`src/rtl/apb_decode_mux.sv`:
```
// ---------------------------------------------------------------------------
// apb_decode_mux
//   APB3 one-to-N interconnect. Decodes PADDR into a one-hot completer select,
//   returns the selected completer's PRDATA/PREADY/PSLVERR to the requester,
//   answers unmapped addresses with an immediate error, and keeps a saturating
//   count of error completions.
//
//   Address map: completer i owns PADDR range [i*2^SLOT_LSB, (i+1)*2^SLOT_LSB).
//   Anything at or above NUM_SLAVES*2^SLOT_LSB is unmapped.
//
//   Optional feature: define APB_TIMEOUT_EN to force an error completion after
//   TIMEOUT stalled ACCESS cycles. Without it a stalled completer holds the bus.
//
// Ports
//   PCLK       in   bus clock, all state on rising edge
//   PRESET     in   synchronous reset, active-high
//   PSEL       in   requester select
//   PENABLE    in   requester enable
//   PADDR      in   requester address            [ADDRWIDTH]
//   PRDATA     out  read data to requester       [DATAWIDTH]
//   PREADY     out  transfer complete
//   PSLVERR    out  transfer error
//   PSELx      out  one-hot completer selects    [NUM_SLAVES]
//   PENABLEx   out  enable to completers
//   PRDATAx    in   flattened completer read data, slave i at [i*DATAWIDTH +: DATAWIDTH]
//   PREADYx    in   completer ready              [NUM_SLAVES]
//   PSLVERRx   in   completer error              [NUM_SLAVES]
//   ERR_COUNT  out  saturating count of completions with PSLVERR=1 [8]
// ---------------------------------------------------------------------------
module apb_decode_mux #(
    parameter int DATAWIDTH  = 32,
    parameter int ADDRWIDTH  = 32,
    parameter int NUM_SLAVES = 4,
    parameter int SLOT_LSB   = 12,
    parameter int TIMEOUT    = 16
) (
    input  logic                            PCLK,
    input  logic                            PRESET,
    input  logic                            PSEL,
    input  logic                            PENABLE,
    input  logic [ADDRWIDTH-1:0]            PADDR,
    output logic [DATAWIDTH-1:0]            PRDATA,
    output logic                            PREADY,
    output logic                            PSLVERR,
    output logic [NUM_SLAVES-1:0]           PSELx,
    output logic                            PENABLEx,
    input  logic [NUM_SLAVES*DATAWIDTH-1:0] PRDATAx,
    input  logic [NUM_SLAVES-1:0]           PREADYx,
    input  logic [NUM_SLAVES-1:0]           PSLVERRx,
    output logic [7:0]                      ERR_COUNT
);

    localparam int SEL_BITS = (NUM_SLAVES > 1) ? $clog2(NUM_SLAVES) : 1;
    localparam int HI_LSB   = SLOT_LSB + SEL_BITS;

    if ((NUM_SLAVES < 1) || (NUM_SLAVES > 16) || (TIMEOUT < 1)) begin : g_param_check
        $error("apb_decode_mux: NUM_SLAVES must be 1..16 and TIMEOUT >= 1");
    end

    typedef enum logic [1:0] {IDLE, SETUP, ACCESS} state_e;

    state_e                state_q;
    state_e                cur_state;
    logic [SEL_BITS-1:0]   idx_q;
    logic                  mapped_q;
    logic [7:0]            err_cnt_q;

    // Live decode of PADDR, used only during the setup phase.
    logic [SEL_BITS-1:0]   dec_idx;
    logic                  dec_mapped;

    assign dec_idx    = PADDR[SLOT_LSB +: SEL_BITS];
    assign dec_mapped = (int'(dec_idx) < NUM_SLAVES) && ((PADDR >> HI_LSB) == '0);

    // Completer response selected by the latched index.
    logic                  sel_ready;
    logic                  sel_err;
    logic [DATAWIDTH-1:0]  sel_rdata;

    // NOTE: every always_comb output gets a default first so no path leaves it
    // unassigned; that is what keeps these blocks free of inferred latches.
    always_comb begin
        sel_ready = 1'b0;
        sel_err   = 1'b0;
        sel_rdata = '0;
        for (int i = 0; i < NUM_SLAVES; i++) begin
            if (int'(idx_q) == i) begin
                sel_ready = PREADYx[i];
                sel_err   = PSLVERRx[i];
                sel_rdata = PRDATAx[i*DATAWIDTH +: DATAWIDTH];
            end
        end
    end

    // SETUP is recognised from the live PSEL/PENABLE while the registered state
    // is IDLE, so the select is driven in the requester's own setup cycle and a
    // back-to-back transfer after a completion needs no dead cycle. Reset forces
    // IDLE combinationally so every output is quiet while PRESET is high.
    always_comb begin
        cur_state = IDLE;
        if (!PRESET) begin
            if (state_q == ACCESS) begin
                cur_state = PSEL ? ACCESS : IDLE;   // PSEL low here is an abort
            end else if (PSEL && !PENABLE) begin
                cur_state = SETUP;                  // PENABLE high in IDLE is ignored
            end
        end
    end

    logic timeout_hit;

`ifdef APB_TIMEOUT_EN
    localparam int TW = ($clog2(TIMEOUT + 1) > 8) ? $clog2(TIMEOUT + 1) : 8;
    logic [TW-1:0] stall_q;

    assign timeout_hit = (cur_state == ACCESS) && mapped_q && (stall_q == TW'(TIMEOUT));

    always_ff @(posedge PCLK) begin
        if (PRESET) begin
            stall_q <= '0;
        end else if (cur_state == SETUP) begin
            stall_q <= '0;
        end else if ((cur_state == ACCESS) && mapped_q && !sel_ready && !timeout_hit) begin
            stall_q <= stall_q + 1'b1;
        end
    end
`else
    assign timeout_hit = 1'b0;
`endif

    always_comb begin
        PSELx    = '0;
        PENABLEx = 1'b0;
        PREADY   = 1'b0;
        PSLVERR  = 1'b0;
        PRDATA   = '0;
        unique case (cur_state)
            SETUP: begin
                for (int i = 0; i < NUM_SLAVES; i++) begin
                    PSELx[i] = dec_mapped && (int'(dec_idx) == i);
                end
            end
            ACCESS: begin
                if (!mapped_q || timeout_hit) begin
                    // Interconnect-generated error completion; no completer selected.
                    PREADY  = 1'b1;
                    PSLVERR = 1'b1;
                end else begin
                    for (int i = 0; i < NUM_SLAVES; i++) begin
                        PSELx[i] = (int'(idx_q) == i);
                    end
                    PENABLEx = PENABLE;
                    PREADY   = sel_ready;
                    PSLVERR  = sel_err & sel_ready;
                    PRDATA   = sel_rdata;
                end
            end
            default: ;
        endcase
    end

    // NOTE: state registers use non-blocking assignments so every flop samples
    // the pre-edge values; reset is synchronous, checked first inside the edge.
    always_ff @(posedge PCLK) begin
        if (PRESET) begin
            state_q   <= IDLE;
            idx_q     <= '0;
            mapped_q  <= 1'b0;
            err_cnt_q <= '0;
        end else begin
            unique case (cur_state)
                SETUP: begin
                    state_q  <= ACCESS;
                    idx_q    <= dec_idx;
                    mapped_q <= dec_mapped;
                end
                ACCESS: begin
                    if (PREADY) begin
                        state_q <= IDLE;
                    end
                end
                default: state_q <= IDLE;
            endcase
            if (PREADY && PSLVERR && (err_cnt_q != 8'hFF)) begin
                err_cnt_q <= err_cnt_q + 8'd1;
            end
        end
    end

    assign ERR_COUNT = err_cnt_q;

endmodule
```
`config.mk`:
```
export PLATFORM = sky130hd
export DESIGN_NAME = apb_decode_mux
export DESIGN_NICKNAME = d
export VERILOG_FILES = /design/src/rtl/apb_decode_mux.sv
export SDC_FILE = /design/constraint.sdc
export NUM_CORES = 1
export LEC_CHECK = 0
export BUFFER_PORTS_ARGS = -buffer_cell sky130_fd_sc_hd__buf_2
export CAP_MARGIN = 20
export CORE_ASPECT_RATIO = 1.25
export CORE_UTILIZATION = 25
export DETAILED_ROUTE_END_ITERATION = 8
export PLACE_DENSITY = 0.67
export SLEW_MARGIN = 20
export SYNTH_ARGS = -nofsm -noshare
export SYNTH_HDL_FRONTEND = slang
export SYNTH_SLANG_ARGS = --single-unit
export TNS_END_PERCENT = 100
```
`constraint.sdc`:
```
create_clock -name PCLK -period 2.55 [get_ports PCLK]
set_input_delay 0.6375 -clock PCLK [delete_from_list [all_inputs] [get_ports PCLK]]
set_output_delay 0.6375 -clock PCLK [all_outputs]
set_load 0.02 [all_outputs]
```
==> summary.md, run 1 <==
| Metric | Value |
|---|---|
| Main combinational cell family by area after synthesis | multiplexers |
| Hold Fails Final Rpt | 0 |
| Max Slew Vio Count | 0 |
| Period minus WS final | 2730 ps |
| Reg-to-reg slack, setup | around 560 ps |
| Crit start category | primary input |
| Worst Skew | around 3.7 ps |
| Critical path endpoint category | output port |
| FMAX | 0.366 GHz |
| Placer Congestion | 0.729 |
| Max Cap Viol | 0 |
| Worst min-delay path class | register to register |
| Post-synth top area cell | mux4_2 |
| Sum Neg Setup Slack | -4750 ps |
| I/O pin count | roughly 220 |
| Worst Hold End | ERR_COUNT[5]$_SDFFE_PP0P_ |
| CP Max Fanout | 5 |
| I/O Buffers | between 200 and 250 |
| Worst-Skew Late Latency | about 240 ps |
| Global Route Usage Sum | 0.197 |
| Mapped Cells | roughly 180 |
| Clock tree buffer depth | 2 |
| H-tree depth | 1 |
| Worst r2r dst | ERR_COUNT[4]$_SDFFE_PP0P_ |
| Via count | between 2000 and 2500 |
| First-pass GRT wire length | 11600 um |
| Final setup violation count | 39 |
| FF+latch count, synth | 12 |
| Leak | between 1.5 and 2 nW |
| TritonCTS Sinks | 12 |
| Clock root cell | clkbuf_8 |
| Critical Path Start | PRESET |
| Dpl ws | -246 ps |
| Hold depth | 2 |
| Via density | 4.83 |
| Die Width | 77.9 um |
| Post-DP Area | between 3000 and 4000 um2 |
| FF-to-FF path depth | 9 |
| Syn_area_per_cell | between 10 and 15 um2 |
| Grt ovf | 0 |
| Post-synth top area share | 0.426 |
| Worst slew pin tran | ~300 ps |
| Layout area overhead | 87.2% |
| Synth Area in XOR/XNOR | 0 |
| R2R Path Start | state_q[1]$_SDFFE_PP0P_ |
| Relative slew margins | 0.798 |
| Final Cycle Share | 1.07 |
| Synth warn | 0 |
| Placed wire-length estimate | 6450 um |
| Largest net degree at the start of global routing | 23 |
| Main area contributors after synthesis | mux4_2 (43%), dfxtp_1 (13%), nor2b_1 (11%), a21oi_1 (3.1%), ha_1 (2.1%) |
| Number of global-route vias before repair | roughly 2400 |
| Clk slew on worst S/H paths | 50 ps |
| Die height | about 97 um |
| Required time worst endpoint | roughly 1900 ps |
| Peak supply drop | ~0.19 mV |
| CTS tree | done |
| Core area | around 7000 um2 |
| Synth Area in Adders | 0.0209 |
| Hold_buf cts | 0 |
| Hold wc startpoint | ERR_COUNT[5]$_SDFFE_PP0P_ |
| RSZ-0062 raised after global routing | yes |
| Initial antenna violation count | 10 |
| Status | finished, violations left |
| Die area | 7540 um2 |
| Failing checks | negative setup slack |
| Design Area, Final | between 3000 and 4000 um2 |
| Mux share of post-synthesis cell area | 0.443 |
| Simple-gate share of the synthesized area | 0.273 |
| Share of layout cells above drive strength 1 | 0.727 |
| Worst Path Arrival | between 2000 and 2500 ps |
| Cell Rows | 34 |
| Power Density | slightly below 200 nW/um2 |
| TritonCTS buffer count | 3 |
| Fin nets | about 570 |
| PnR worst setup slack | -184 ps |
| Final Power | around 0.66 mW |
| Syn nets | 350 |
| Mapped Area | 1800 um2 |
| 1st-iter DRT viols | between 40 and 50 |
| Sequential share of the synthesized area | 0.134 |
| Final wirelength | approximately 8000 um |
| Remaining DRCs | 0 |
| Compound-cell area share of the yosys netlist | 0.0779 |
| Pre-Repair DR Iteration Count | 4 |
| Synth cell types | 33 |
| Initial Util | 0.258 |
| ANT nets after route | 0 |
| Avg WL per Cell | 16.1 um |
| Crit Path Class | primary input to output port |
| Post-layout util | 0.482 |
## logic make-up after synthesis
| group | Yosys count |
|---|---|
| buffers and inverters | 21 |
| DFF | 12 |
| muxes | 37 |
| AOI/OAI and AO/OA | 23 |
| and+or+nand+nor | 79 |
| adders and majority gates | 3 |
## area by class of cell
class	instances	area [um2]
Fill cell	682	3610
Multi-Input combinational cell	142	1550
Timing Repair Buffer	228	1360
Sequential cell	12	243
Tap cell	90	113
Clock buffer	4	55.1
Inverter	6	25.0
Antenna cell	8	20.0
## worst max path at each step
stage                     endpoint  slack [ps]  cells past startpoint
final                     PSELx[0]        -180                      9
after global routing      PSELx[0]        -250                      9
after CTS                 PSELx[0]        -180                      9
after detailed placement  PSELx[0]        -250                      9
after global placement    PSELx[0]        -210                      9
after floorplan           PSELx[0]         -30                      8
## flip-flops by register name (all words and copies together), names as in the netlist
signal / flops
ERR_COUNT: 8
idx_q: 2
mapped_q: 1
state_q: 1
## synthesized netlist by cell type
cell	n
mux4_2	34
nand2_1	3
buf_1	1
or4_1	5
nand4_1	3
a2bb2oi_1	1
nand3_1	4
o21ai_0	3
nand3b_1	1
nor2_1	6
mux2i_1	3
nand2b_1	3
o31ai_1	5
nor4_1	3
or3_1	5
or3b_1	1
ha_1	3
or2_2	3
o21a_1	1
buf_4	3
nor2b_1	33
a211oi_1	1
inv_1	6
and4b_1	1
nand4bb_1	1
a21oi_1	11
nand4b_1	3
buf_2	3
a21oi_2	1
clkbuf_1	8
nor3_1	2
and3_1	2
dfxtp_1	12
## critical path, stage by stage
cell       delay (ps)
buf_6              90
nand2b_4          130
or3_4             350
inv_4              70
ha_4              110
and4b_2           260
nand4bb_1         160
a21oi_4           160
buf_6             130
## cell usage in the layout, fill, tap and decap left out, types with 3 or more instances in the layout
cell,count
mux2i_1,3
nand3_1,4
or4_1,5
diode_2,8
nor4_1,3
o21ai_0,3
o31ai_1,5
a21oi_1,7
buf_4,28
nand4_1,3
or3_1,3
clkbuf_8,4
buf_12,4
nor2_1,6
buf_2,189
a21oi_2,4
inv_1,5
dfxtp_1,10
mux4_2,34
nor2b_1,32
buf_6,4
nand4b_1,3
## where the power goes
group | switching (mW) | total (mW) | internal [mW]
Clock | 0.0728 | 0.209 | 0.136
Combinational | 0.0791 | 0.259 | 0.180
Sequential | 0.00260 | 0.192 | 0.190
Total | 0.155 | 0.661 | 0.506
## stage by stage
step           instances  hold WS (ps)
6_report             490           495
5_1_grt              484           551
3_5_place_dp         469           491
3_3_place_gp         469           490
2_1_floorplan        175           530
4_1_cts              476           498
## repair_timing
item / 4_1_cts / 5_1_grt
gates resized for setup: 7 / 20
hold endpoints to repair: 0 / 0
setup endpoints to repair: 37 / 37
setup buffers: 2 / 4
gates cloned: 1 / 2
pin swaps: 2 / 2
## layer usage
layer	track usage	vias up	wire (um)	part of all wire
met5	0	-	38	0.0048
met4	0.0319	6	108	0.014
met3	0.0943	16	972	0.12
met2	0.345	123	3830	0.49
met1	0.215	1081	2920	0.37
li1	-	1141	-	-
Power figures use the tool's default switching activity.
==> inputs of run 2 (changes only) <==
CORE_AREA = 2 2 86 88   (was default)
CORE_ASPECT_RATIO = default   (was 1.25)
CORE_UTILIZATION = default   (was 25)
DIE_AREA = 0 0 88 90   (was default)
PLACE_DENSITY = 0.69   (was 0.67)
==> run 2 against run 1 <==
Net effect: the run still ends with negative setup slack left; via count increased by 2.7%; power increased by 1.1%; utilization is 0.34 points higher; first-iteration DRC count increased by 140%; largest cell class unchanged; final cell count up 0.82%; non-clock buffer count up 3; flip-flop and latch count is the same; global-route usage is 1.4 points lower; register-to-register slack better by 20 ps; maximum frequency grew 0.44%; clock-buffer cell count unchanged.
==> summary.md, run 2 (synthesis results as in run 1) <==
| Metric | Value |
|---|---|
| Max Slew Vio Count | 0 |
| Final setup violation count | 38 |
| H-tree depth | 1 |
| Slowest stage delay, CP | 330 ps |
| Worst slew pin tran | slightly below 300 ps |
| Status | finished, violations left |
| FF/Latch Area | between 200 and 250 um2 |
| Peak supply drop | between 0.1 and 0.15 mV |
| I/O pin count | roughly 220 |
| Placed wire-length estimate | 6380 um |
| Via density | about 4.9 |
| Cell Rows | 31 |
| Die area | a little under 8000 um2 |
| RSZ-0062 raised after global routing | yes |
| Global Route Usage Sum | 0.182 |
| # fillers | between 600 and 700 |
| Clock tree buffer depth | 2 |
| Worst Path Arrival | roughly 2100 ps |
| Commonest non-fill, non-tap cell in the layout | buf_2 |
| Power Density | approximately 200 nW/um2 |
| Period minus WS final | around 2700 ps |
| Remaining DRCs | 0 |
| I/O Buffers | slightly above 200 |
| Placer Congestion | about 0.85 |
| Die height | 90 um |
| Critical Path Start | PRESET |
| Final Cycle Share | 1.07 |
| Die Width | roughly 88 um |
| Hold Fails Final Rpt | 0 |
| Hold wc startpoint | ERR_COUNT[7]$_SDFFE_PP0P_ |
| Sum Neg Setup Slack | -3720 ps |
| Crit Path Class | primary input to output port |
| Number of flip-flops in the largest register | 8 |
| Initial antenna violation count | 0 |
| Via count | 2430 |
| Commonest non-fill, non-tap cells in the layout | buf_2 (184), mux4_2 (34), nor2b_1 (32), buf_4 (32), dfxtp_1 (10) |
| Post-DP Area | about 3100 um2 |
| Share of layout cells above drive strength 1 | 0.732 |
| R2R Path Start | state_q[1]$_SDFFE_PP0P_ |
| Diodes inserted | 0 |
| Final wirelength | 7920 um |
| Layout area overhead | 89.7% |
| Crit start category | primary input |
| Most common cell type on the critical path | buf_6 |
| Initial Util | 0.256 |
| First-pass GRT wire length | 11500 um |
| Post-layout util | 0.486 |
| Worst min-delay path class | register to register |
| TritonCTS buffer count | 3 |
| ANT nets after route | 0 |
| CTS tree | done |
| Fin nets | approximately 570 |
| Largest net degree at the start of global routing | 23 |
| Clock root cell | clkbuf_8 |
| Pre-Repair DR Iteration Count | 4 |
| Final Power | about 0.67 mW |
| FF-to-FF path depth | 9 |
| Failing checks | negative setup slack |
| Relative slew margins | 0.803 |
| Avg WL per Cell | between 15 and 20 um |
| Slowest cell on crit path | or3_4 |
| Required time worst endpoint | between 1500 and 2000 ps |
| Clk slew on worst S/H paths | approximately 60 ps |
| Number of global-route vias before repair | ~2400 |
| FMAX | about 0.37 GHz |
| Design Area, Final | between 3000 and 4000 um2 |
| TritonCTS Sinks | 12 |
| Critical path endpoint category | output port |
| PnR worst setup slack | -172 ps |
| Max Cap Viol | 0 |
| Worst-Skew Late Latency | 240 ps |
| Grt ovf | 0 |
| Multi-input combinational cell area | about 1600 um2 |
| Hold depth | 2 |
| 1st-iter DRT viols | 102 |
| Core area | between 7000 and 8000 um2 |
| Worst Skew | 5.90 ps |
| Leak | about 1.6 nW |
| CP Max Fanout | 5 |
| CP cell instances | buf_6 > nand2b_4 > or3_4 > inv_2 > ha_4 > and4b_2 > nand4bb_1 > a21oi_4 > buf_6 |
==> run 2: cell count changes in the layout (fill, tap and decap cells not counted), moves of 2 or more <==
cell,change
inv_2,+2
buf_2,-5
buf_6,+3
buf_4,+4
diode_2,-8
==> run 2: where the power goes <==
group	switching, mW	leakage (nW)	internal, mW
Combinational	0.0797	1.43	0.179
Clock	0.0792	0.0288	0.137
Sequential	0.00428	0.0981	0.189
Total	0.163	1.56	0.505
==> run 2: repair_timing <==
item | in CTS | in global routing
hold endpoints to repair | 0 | 0
setup endpoints to repair | 37 | 37
setup buffers | 0 | 7
hold buffers | 0 | 0
resized for setup | 15 | 31
cloned | 1 | 2
pin swaps | 4 | 3
==> run 2: critical path: cells and delay by family <==
| family | cells | cell delay, ps |
|---|---|---|
| compound gates | 1 | 150 |
| fa+ha+maj | 1 | 120 |
| buf+inv | 3 | 280 |
| simple gates | 4 | 890 |
==> run 2: layer usage <==
metal	vias to the layer above	global-route usage	wire length [um]
met3	16	0.0376	550
met5	-	0	0
met2	129	0.317	4070
met4	0	0.0346	92
met1	1157	0.232	3200
li1	1128	-	-
==> run 2: cell type report <==
cell class	count	area share
Timing Repair Buffer	231	0.414
Inverter	6	0.00660
Sequential cell	12	0.0719
Multi-Input combinational cell	142	0.455
Clock buffer	4	0.0161
Tap cell	99	0.0363
==> run 2: worst paths after layout <==
check | slack [ps] | to
min reg2reg | 520 | ERR_COUNT[7]$_SDFFE_PP0P_
max reg2reg | 580 | ERR_COUNT[3]$_SDFFE_PP0P_
min | 520 | ERR_COUNT[7]$_SDFFE_PP0P_
max | -170 | PSELx[0]
==> run 2: stage by stage <==
| step | cells | worst slack [ps] | hold slack [ps] |
|---|---|---|---|
| 6_report | 494 | -172 | 520 |
| 5_1_grt | 494 | -217 | 549 |
| 3_3_place_gp | 482 | -240 | 478 |
| 2_1_floorplan | 175 | -28.1 | 530 |
| 4_1_cts | 487 | -185 | 526 |
| 3_5_place_dp | 482 | -236 | 515 |
==> inputs of run 3 (changes only) <==
RECOVER_POWER = 25   (was default)
==> run 3 against run 2 <==
Net effect: the flow still finishes with violations (negative setup slack); flip-flop and latch count stayed put; critical path depth stayed put; final cell count stayed put; setup slack hardly changed; wire length hardly changed; power hardly changed; first-iteration DRC count is 3.9% higher; clock skew hardly changed; worst hold slack better by 0.94 ps; final area is 0.18% lower; critical path type unchanged; largest cell class unchanged; highest routed layer unchanged.
==> summary.md, run 3 (synthesis results as in run 1) <==
| Metric | Value |
|---|---|
| Via count | about 2400 |
| Critical path endpoint category | output port |
| Hold depth | 2 |
| Worst Skew | about 5.9 ps |
| Required time worst endpoint | 1910 ps |
| Crit path max-delay family | simple AND/OR/NAND/NOR gates |
| Grt ovf | 0 |
| Status | finished, violations left |
| Hold Fails Final Rpt | 0 |
| Reg-to-reg slack, setup | 580 ps |
| FF/Latch Area | about 250 um2 |
| Failing checks | negative setup slack |
| Max Cap Viol | 0 |
| 1st-iter DRT viols | 106 |
| Cell Rows | 31 |
| Hold wc startpoint | ERR_COUNT[7]$_SDFFE_PP0P_ |
| Post-DP Area | around 3100 um2 |
| Placed wire-length estimate | about 6400 um |
| FF-to-FF path depth | 9 |
| Final wirelength | between 7000 and 8000 um |
| Relative slew margins | 0.803 |
| Largest net degree at the start of global routing | 23 |
| CTS tree | done |
| Diodes inserted | 0 |
| Die area | 7920 um2 |
| Remaining DRCs | 0 |
| Worst Path Arrival | roughly 2100 ps |
| Slowest cell on crit path | or3_4 |
| WP buf/inv | 3 |
| Die height | ~90 um |
| Fin nets | between 500 and 600 |
| Most common cell type on the critical path | buf_6 |
| Pre-Repair DR Iteration Count | 4 |
| ANT nets after route | 0 |
| Design Area, Final | ~3400 um2 |
| Placer Congestion | 0.846 |
| Clock tree buffer depth | 2 |
| RSZ-0062 raised after global routing | yes |
| Worst slew pin tran | roughly 300 ps |
| Clk slew on worst S/H paths | roughly 60 ps |
| Worst Hold End | ERR_COUNT[7]$_SDFFE_PP0P_ |
| Layout area overhead | 89.4% |
| Max Slew Vio Count | 0 |
| Dpl ws | -236 ps |
| Leak | roughly 1.5 nW |
| Commonest non-fill, non-tap cells in the layout | buf_2 (179), mux4_2 (34), nor2b_1 (32), buf_4 (32), dfxtp_1 (10) |
| Global Route Usage Sum | 0.182 |
| Slowest stage delay, CP | roughly 330 ps |
| Power Density | 196 nW/um2 |
| Initial antenna violation count | 0 |
| Final setup violation count | 38 |
| R2R Path Start | state_q[1]$_SDFFE_PP0P_ |
| I/O pin count | between 200 and 250 |
| Crit Path Class | primary input to output port |
| FMAX | approximately 0.37 GHz |
| TritonCTS Sinks | 12 |
| CP cell instances | buf_6 > nand2b_4 > or3_4 > inv_2 > ha_4 > and4b_2 > nand4bb_1 > a21oi_4 > buf_6 |
| Avg WL per Cell | roughly 16 um |
| Die Width | roughly 88 um |
| PnR worst setup slack | -172 ps |
| Commonest non-fill, non-tap cell in the layout | buf_2 |
| # fillers | around 700 |
| Multi-input combinational cell area | 1550 um2 |
| Worst-Skew Late Latency | between 200 and 250 ps |
| Initial Util | 0.256 |
| Peak supply drop | approximately 0.15 mV |
| Share of layout cells above drive strength 1 | 0.719 |
| Clock root cell | clkbuf_8 |
| First-pass GRT wire length | approximately 11000 um |
| I/O Buffers | approximately 210 |
| Number of flip-flops in the largest register | 8 |
| Final Cycle Share | 1.07 |
| Worst min-delay path class | register to register |
| TritonCTS buffer count | 3 |
| CP Max Fanout | 5 |
| Via density | between 4 and 5 |
| Period minus WS final | between 2000 and 3000 ps |
| Number of global-route vias before repair | 2374 |
| Crit start category | primary input |
| Worst r2r dst | ERR_COUNT[3]$_SDFFE_PP0P_ |
| H-tree depth | 1 |
| Core area | 7020 um2 |
==> run 3: timing repair <==
action	CTS	global route
pin swaps	4	3
gates resized for setup	15	31
setup buffers	0	7
hold buffers	0	0
setup endpoints to repair	37	37
cloned	1	2
==> run 3: through the flow <==
| stage | util | std cells | hold slack, ps | power (mW) | setup TNS (ps) |
|---|---|---|---|---|---|
| 2_1_floorplan | - | 175 | 530 | 0.310 | -641 |
| 3_3_place_gp | 0.441 | 482 | 478 | 0.447 | -4120 |
| 3_5_place_dp | 0.441 | 482 | 515 | 0.452 | -4680 |
| 4_1_cts | 0.461 | 487 | 526 | 0.665 | -2200 |
| 5_1_grt | 0.485 | 494 | 551 | 0.698 | -5490 |
| 6_report | 0.485 | 494 | 520 | 0.668 | -3710 |
==> run 3: metal layers <==
metal | up-vias | part of all wire | track usage
met5 | - | 0 | 0
met4 | 0 | 0.012 | 0.0346
met3 | 16 | 0.070 | 0.0376
met2 | 131 | 0.51 | 0.317
met1 | 1160 | 0.40 | 0.232
li1 | 1129 | - | -
==> run 3: worst min-delay path: stages (launching register included) <==
cell and delay, ps:
dfxtp_1 340, o31ai_1 80, a21oi_1 50
==> run 3: cell type report <==
type                       instances  share of cell area
clock buffer                       4              0.0162
sequential                        12              0.0720
timing repair buffer             231               0.413
inverter                           6             0.00662
tap                               99              0.0364
multi-input combinational        142               0.456
==> run 3: report_power, final <==
| group | internal [mW] | switching (mW) | leakage (nW) |
|---|---|---|---|
| Combinational | 0.179 | 0.0797 | 1.41 |
| Sequential | 0.189 | 0.00426 | 0.0981 |
| Clock | 0.137 | 0.0792 | 0.0288 |
| Total | 0.505 | 0.163 | 1.54 |
==> run 3: how the worst max path moves through the flow <==
stage | from | end | cells after the start
finish | PRESET | PSELx[0] | 9
global route | PRESET | PSELx[0] | 9
CTS | PRESET | PSELx[1] | 9
detailed placement | PRESET | PSELx[0] | 9
global placement | PRESET | PSELx[0] | 9
floorplan | PRESET | PSELx[0] | 8
